### config.mk
export PLATFORM = sky130hd
export DESIGN_NAME = ex_muldiv
export DESIGN_NICKNAME = d
export VERILOG_FILES = /design/src/rtl/ex_muldiv.sv
export SDC_FILE = /design/constraint.sdc
export NUM_CORES = 1
export LEC_CHECK = 0
export CAP_MARGIN = 40
export CORE_MARGIN = 1.5
export CORE_UTILIZATION = 40
export DETAILED_ROUTE_END_ITERATION = 8
export HOLD_SLACK_MARGIN = 0.06
export PLACE_DENSITY_LB_ADDON = 0.25
export SYNTH_ARGS = -nofsm -noshare
export SYNTH_HDL_FRONTEND = slang
export SYNTH_SLANG_ARGS = --single-unit
### constraint.sdc
create_clock -name clk -period 13.2 [get_ports clk]
set_clock_uncertainty 0.2 [all_clocks]
set_input_delay 3.96 -clock clk [delete_from_list [all_inputs] [get_ports clk]]
set_output_delay 3.96 -clock clk [all_outputs]
set_load 0.1 [all_outputs]
### src/rtl/ex_muldiv.sv
// ex_muldiv: RV32M multiply/divide unit for the EX stage.
// Multiplication is iterative shift-add and division is restoring division.
// Both work one bit per cycle on operand magnitudes, and the sign is fixed up
// when the last iteration completes.
// Optional build macro EX_MULDIV_FAST_MUL_EN replaces the iterative multiplier
// with a single-cycle 33x33 signed multiplier. Division stays iterative.
// Handshake: the caller holds start with funct3/op1/op2 for one cycle. The
// request is taken when the unit is in IDLE or DONE and flush is low.
// stall_req stays high from that cycle until the last iteration. done pulses
// for exactly one cycle in DONE. result then holds until the next completion.
module ex_muldiv #(
   parameter int DATA_WIDTH = 32
) (
   input  logic                  clk,
   input  logic                  rst,
   input  logic                  start,
   input  logic [2:0]            funct3,
   input  logic [DATA_WIDTH-1:0] op1,
   input  logic [DATA_WIDTH-1:0] op2,
   input  logic                  flush,
   output logic                  busy,
   output logic                  done,
   output logic [DATA_WIDTH-1:0] result,
   output logic                  stall_req,
   output logic [1:0]            state_dbg
);

   typedef enum logic [1:0] {
      S_IDLE = 2'd0,
      S_MUL  = 2'd1,
      S_DIV  = 2'd2,
      S_DONE = 2'd3
   } state_t;

   state_t state, state_nxt;

   // Registers latched at accept time.
   logic [63:0] p_q;     // mul: {acc, multiplier}; div: {remainder, quotient}
   logic [31:0] a_q;     // mul: multiplicand magnitude; div: divisor magnitude
   logic [1:0]  f3_q;
   logic        neg_q;   // product/quotient sign
   logic        s1_q;    // remainder sign
   logic [4:0]  cnt_q;

   logic        accept, last;
   logic        op1_signed, op2_signed, s1, s2;
   logic [31:0] mag1, mag2;
   logic        div_zero, div_ovf;

   // Operand decode for the request in this cycle.
   always_comb begin
      op1_signed = (funct3 == 3'b001) || (funct3 == 3'b010) ||
                   (funct3 == 3'b100) || (funct3 == 3'b110);
      op2_signed = (funct3 == 3'b001) || (funct3 == 3'b100) || (funct3 == 3'b110);
      s1         = op1_signed & op1[31];
      s2         = op2_signed & op2[31];
      mag1       = s1 ? (32'd0 - op1) : op1;
      mag2       = s2 ? (32'd0 - op2) : op2;
      div_zero   = funct3[2] && (op2 == 32'd0);
      div_ovf    = funct3[2] && !funct3[0] &&
                   (op1 == 32'h8000_0000) && (op2 == 32'hFFFF_FFFF);
   end

`ifdef EX_MULDIV_FAST_MUL_EN
   localparam bit FAST_MUL = 1'b1;
   logic signed [65:0] fast_prod;
   logic [31:0]        fast_res;
   assign fast_prod = $signed({s1, op1}) * $signed({s2, op2});
   assign fast_res  = (funct3[1:0] == 2'b00) ? fast_prod[31:0] : fast_prod[63:32];
`else
   localparam bit FAST_MUL = 1'b0;
`endif

   // One iteration step of each datapath, plus the sign-corrected final values.
   logic [32:0] mul_sum;
   logic [63:0] mul_p, prod_fix, div_p;
   logic [32:0] div_sh;
   logic        div_ge;
   logic [31:0] div_sub, mul_fin, div_fin;

   always_comb begin
      mul_sum  = {1'b0, p_q[63:32]} + (p_q[0] ? {1'b0, a_q} : 33'd0);
      mul_p    = {mul_sum, p_q[31:1]};
      prod_fix = neg_q ? (64'd0 - mul_p) : mul_p;
      mul_fin  = (f3_q == 2'b00) ? prod_fix[31:0] : prod_fix[63:32];
      div_sh   = {p_q[63:32], p_q[31]};
      div_ge   = div_sh >= {1'b0, a_q};
      div_sub  = div_sh[31:0] - a_q;
      div_p    = div_ge ? {div_sub, p_q[30:0], 1'b1} : {div_sh[31:0], p_q[30:0], 1'b0};
      if (f3_q[1])
         div_fin = s1_q ? (32'd0 - div_p[63:32]) : div_p[63:32];
      else
         div_fin = neg_q ? (32'd0 - div_p[31:0]) : div_p[31:0];
   end

   // State register.
   always_ff @(posedge clk or posedge rst) begin
      if (rst) state <= S_IDLE;
      else     state <= state_nxt;
   end

   // Next-state logic. Flush wins over both start and completion.
   always_comb begin
      state_nxt = state;
      accept    = 1'b0;
      last      = (cnt_q == 5'd31);
      case (state)
         S_IDLE, S_DONE: begin
            state_nxt = S_IDLE;
            if (start && !flush && !rst) begin
               accept = 1'b1;
               if (funct3[2])
                  state_nxt = (div_zero || div_ovf) ? S_DONE : S_DIV;
               else
                  state_nxt = FAST_MUL ? S_DONE : S_MUL;
            end
         end
         S_MUL, S_DIV: begin
            if (flush)     state_nxt = S_IDLE;
            else if (last) state_nxt = S_DONE;
         end
         default: state_nxt = S_IDLE;
      endcase
   end

   // Operand latch, iteration and result capture.
   always_ff @(posedge clk or posedge rst) begin
      if (rst) begin
         p_q    <= '0;
         a_q    <= '0;
         f3_q   <= '0;
         neg_q  <= 1'b0;
         s1_q   <= 1'b0;
         cnt_q  <= '0;
         result <= '0;
      end else if (accept) begin
         f3_q  <= funct3[1:0];
         neg_q <= s1 ^ s2;
         s1_q  <= s1;
         cnt_q <= '0;
         if (funct3[2]) begin
            a_q <= mag2;
            p_q <= {32'd0, mag1};
            if (div_zero)     result <= funct3[1] ? op1 : 32'hFFFF_FFFF;
            else if (div_ovf) result <= funct3[1] ? 32'd0 : 32'h8000_0000;
         end else begin
            a_q <= mag1;
            p_q <= {32'd0, mag2};
`ifdef EX_MULDIV_FAST_MUL_EN
            result <= fast_res;
`endif
         end
      end else if (!flush && (state == S_MUL || state == S_DIV)) begin
         cnt_q <= cnt_q + 5'd1;
         if (state == S_MUL) begin
            p_q <= mul_p;
            if (last) result <= mul_fin;
         end else begin
            p_q <= div_p;
            if (last) result <= div_fin;
         end
      end
   end

   assign busy      = (state == S_MUL) || (state == S_DIV);
   assign done      = (state == S_DONE);
   assign stall_req = busy || accept;
   assign state_dbg = state;

endmodule

==> impl_metrics.csv <==
group,metric,value,unit
status,status,"complete, no violations",
sta,finalSetupViolCount,0,
clock_network,h-tree-depth,4,
worst_setup_path,path_class,"in2out",
floorplanning,die_w,211,um
clock_network,cts_tree,"done",
logic_synthesis,synthCells,2453,
drt,num_vias,19500,
sta,layout_min_cycle_time,10.48,ns
flow_run,maxCapViolCount,0,
clock_network,cts_hold_buffers,0,
placed_design,port_buffers,107,
clock_network,cts_root_buffer,"clkbuf_16",
placed_design,dpl_cell_area,0.0193,mm^2
sta,final_hold_viol_count,0,
logic_synthesis,synth_cell_type_count,90,
drt,wl,74.2,mm
logic_synthesis,synth_warnings,0,
sta,rsz0062_at_grt,"false",
worst_setup_path,cp.arrival,6.32,ns
final_layout,syn2layout_area_growth,15.3,%
sta,fmax,0.0954,GHz
logic_synthesis,synth_ff_type,"dfrtp_1",
grt,grt_max_degree,92,
floorplanning,io-pin-count,108,
floorplanning,dieArea,0.0445,mm^2
clock_network,ctsResizeCount,0,
clock_network,cts_buffers,17,
placed_design,gp_congestion,1.02,
grt,antenna_found_initial,0,
hold_path,hold_class,"reg2reg",
power,power_density,182,mW/mm^2
logic_synthesis,synth_area,0.0173,mm^2
logic_synthesis,syn-mean-instance-area,7.05,um^2
drt,drt-vias-per-instance,6.40,
clock_network,clock_path_buffers,2,
power,power.leakage,7.93,nW
power,vdd_drop_max,113,uV
placed_design,hpwlAfterDp,58.7,mm
logic_synthesis,syn-num-nets,2600,
logic_synthesis,synth-seq-area-share,20.1,%
final_layout,drive_gt1_share,5.98,%
clock_network,postCtsSetupBuffers,0,
floorplanning,initial_core_util,40.8,%
sta,timing.final.crit_share,79.4,%
drt,wl_per_cell,24.3,um
final_layout,design_area,0.0199,mm^2
grt,grt_pass1_wl,111,mm
clock_network,clkLatencyLatePin,0.45,ns
drt,drc,0,
drt,drt-initial-drc-count,2308,
sta,slew_violations,0,
sta,setup-tns-final,0,ns
logic_synthesis,synth_edf_count,0,
clock_network,cts_sinks,139,
logic_synthesis,yosys_register_bits,139,
grt,grt_pass1_vias,17700,
worst_setup_path,cp.required,9.04,ns
worst_setup_path,crit_path_end_kind,"primary output",
grt,grt_use_total,32.9,%
drt,drtPass1Iterations,6,
worst_setup_path,path_max_fanout,70,
sta,max-slew-margin-rel,30.6,%
grt,grt_overflow,0,
sta,tightest_slew,1.03,ns
floorplanning,fp.dieH,211,um
drt,final_antenna_net_count,0,
floorplanning,placementRows,75,
final_layout,nNetsFinal,2609,
clock_network,clk_pin_slew,0.06,ns
logic_synthesis,ys_async_sr_fraction,100,%
worst_setup_path,cp-start-kind,"primary input",
floorplanning,core_area,0.0423,mm^2
-- per-stage QoR --
step | hold WS (ns) | setup slack [ns] | cells | utilization (%) | power, mW
after floorplan | 0.250 | 0.153 | 2453 | - | 2.33
after global routing | 0.310 | 2.51 | 3052 | 47.1 | 3.86
after CTS | 0.284 | 2.66 | 3051 | 47.1 | 3.55
after global placement | 0.266 | 2.31 | 2974 | 43.9 | 3.02
final | 0.280 | 2.72 | 3053 | 47.1 | 3.63
after detailed placement | 0.270 | 2.66 | 3019 | 45.7 | 3.05
-- cell usage after synthesis, drive strengths merged, types with 5 or more instances --
cell type	count	area [um^2]
o211ai	56	420
o41ai	21	184
a41oi	9	78.8
a2111oi	11	98.9
o22ai	6	37.5
nor4	22	144
clkbuf	154	579
o21bai	5	37.5
and4	11	96.3
o31a	6	52.6
or2	16	100
xor2	79	692
mux2i	62	621
o21ai	256	1280
o311ai	5	43.8
buf	32	154
o21a	14	106
nand4	41	257
o2111ai	7	67.6
nand4b	5	43.8
or3	37	236
a22oi	6	50.1
nor2	246	923
or4	30	244
and2	19	121
o221ai	20	175
nand2b	14	87.6
a31oi	26	163
a221oi	5	43.8
a21oi	209	1070
a21boi	8	60.1
a211o	8	70.1
dfrtp	139	3480
a211oi	32	245
nand3	96	480
a21o	27	203
inv	75	282
ha	74	926
xnor2	114	998
a31o	6	52.6
nor2b	13	81.3
and3	21	131
o31ai	36	270
nand2	267	1000
nor3	51	265
-- cells in the final DEF (no fill, tap or decap), types with 20 or more instances in the layout --
cell type,Yosys,layout
a21o_1,27,27
o21ai_0,244,244
a211oi_1,31,31
xnor2_1,114,114
dfrtp_1,139,138
o31ai_1,36,36
buf_4,1,24
clkdlybuf4s50_1,0,106
or3_1,36,36
nand4_1,41,41
and3_1,21,21
o211ai_1,56,56
nand3_1,96,96
a31oi_1,26,25
nand2_1,267,267
ha_1,74,73
xor2_1,79,79
buf_8,0,27
a21oi_1,205,205
o221ai_1,20,20
inv_1,75,74
o41ai_1,21,21
mux2i_1,62,62
nor3_1,49,49
or4_1,25,25
nor4_1,21,21
nor2_1,246,245
-- registers in the layout, summed over array words and instances, names as in the netlist --
name and flops:
p_q 64, a_q 32, result 32, cnt_q 5
f3_q 2, state_dbg 2, neg_q 1, s1_q 1
-- power by group --
part	internal, mW	leakage, nW	switching [mW]
Sequential	0.503	1.81	0.159
Combinational	0.841	5.84	1.64
Clock	0.252	0.275	0.237
Total	1.60	7.93	2.03
-- kinds of logic after synthesis --
group                    count (synthesis)  synth area share [%]
AND/OR/NAND/NOR                        906                  25.3
AO/OA/AOI/OAI                          812                  29.7
flip-flops                             139                  20.1
multiplexers                            63                  3.66
adder cells (fa/ha/maj)                 76                  5.59
XOR/XNOR                               193                  9.78
buffers and inverters                  264                  5.94
-- per-layer routing --
| metal | share of wire [%] | GRT usage (%) | vias to the layer above |
|---|---|---|---|
| met1 | 43 | 45.1 | 9408 |
| met2 | 45 | 52.4 | 951 |
| met3 | 7.6 | 3.97 | 172 |
| met5 | 0 | 0 | - |
| met4 | 4.5 | 13.2 | 0 |
| li1 | - | - | 9016 |
-- path summary, 6_finish.rpt --
kind / slack [ns] / start / end / depth (start not counted)
max: 2.72 / rst / stall_req / 7
min in group asynchronous: 3.84 / rst / state_dbg[1]$_DFFE_PP0P_ / 2
max reg2reg: 6.30 / p_q[59]$_DFFE_PP0P_ / result[22]$_DFFE_PP0P_ / 16
max in group asynchronous: 7.74 / rst / a_q[22]$_DFFE_PP0P_ / 4
min reg2reg: 0.28 / a_q[13]$_DFFE_PP0P_ / a_q[13]$_DFFE_PP0P_ / 2
min: 0.28 / a_q[13]$_DFFE_PP0P_ / a_q[13]$_DFFE_PP0P_ / 2
-- critical path: stages --
cell,delay [ns]
clkdlybuf4s50_1,0.51
inv_6,0.49
nand4b_1,0.21
buf_4,0.30
nand2_1,0.11
clkdlybuf4s50_1,0.51
buf_8,0.20
-- layout make-up --
cell class / instances / area (um^2)
Inverter: 78 / 298
Antenna cell: 1 / 2.50
Sequential cell: 139 / 3480
Clock buffer: 17 / 425
Timing Repair Buffer: 176 / 2020
Fill cell: 4284 / 22400
Tap cell: 577 / 722
Multi-Input combinational cell: 2050 / 12800
Clock inverter: 15 / 150
(Power assumes the default switching activity.)
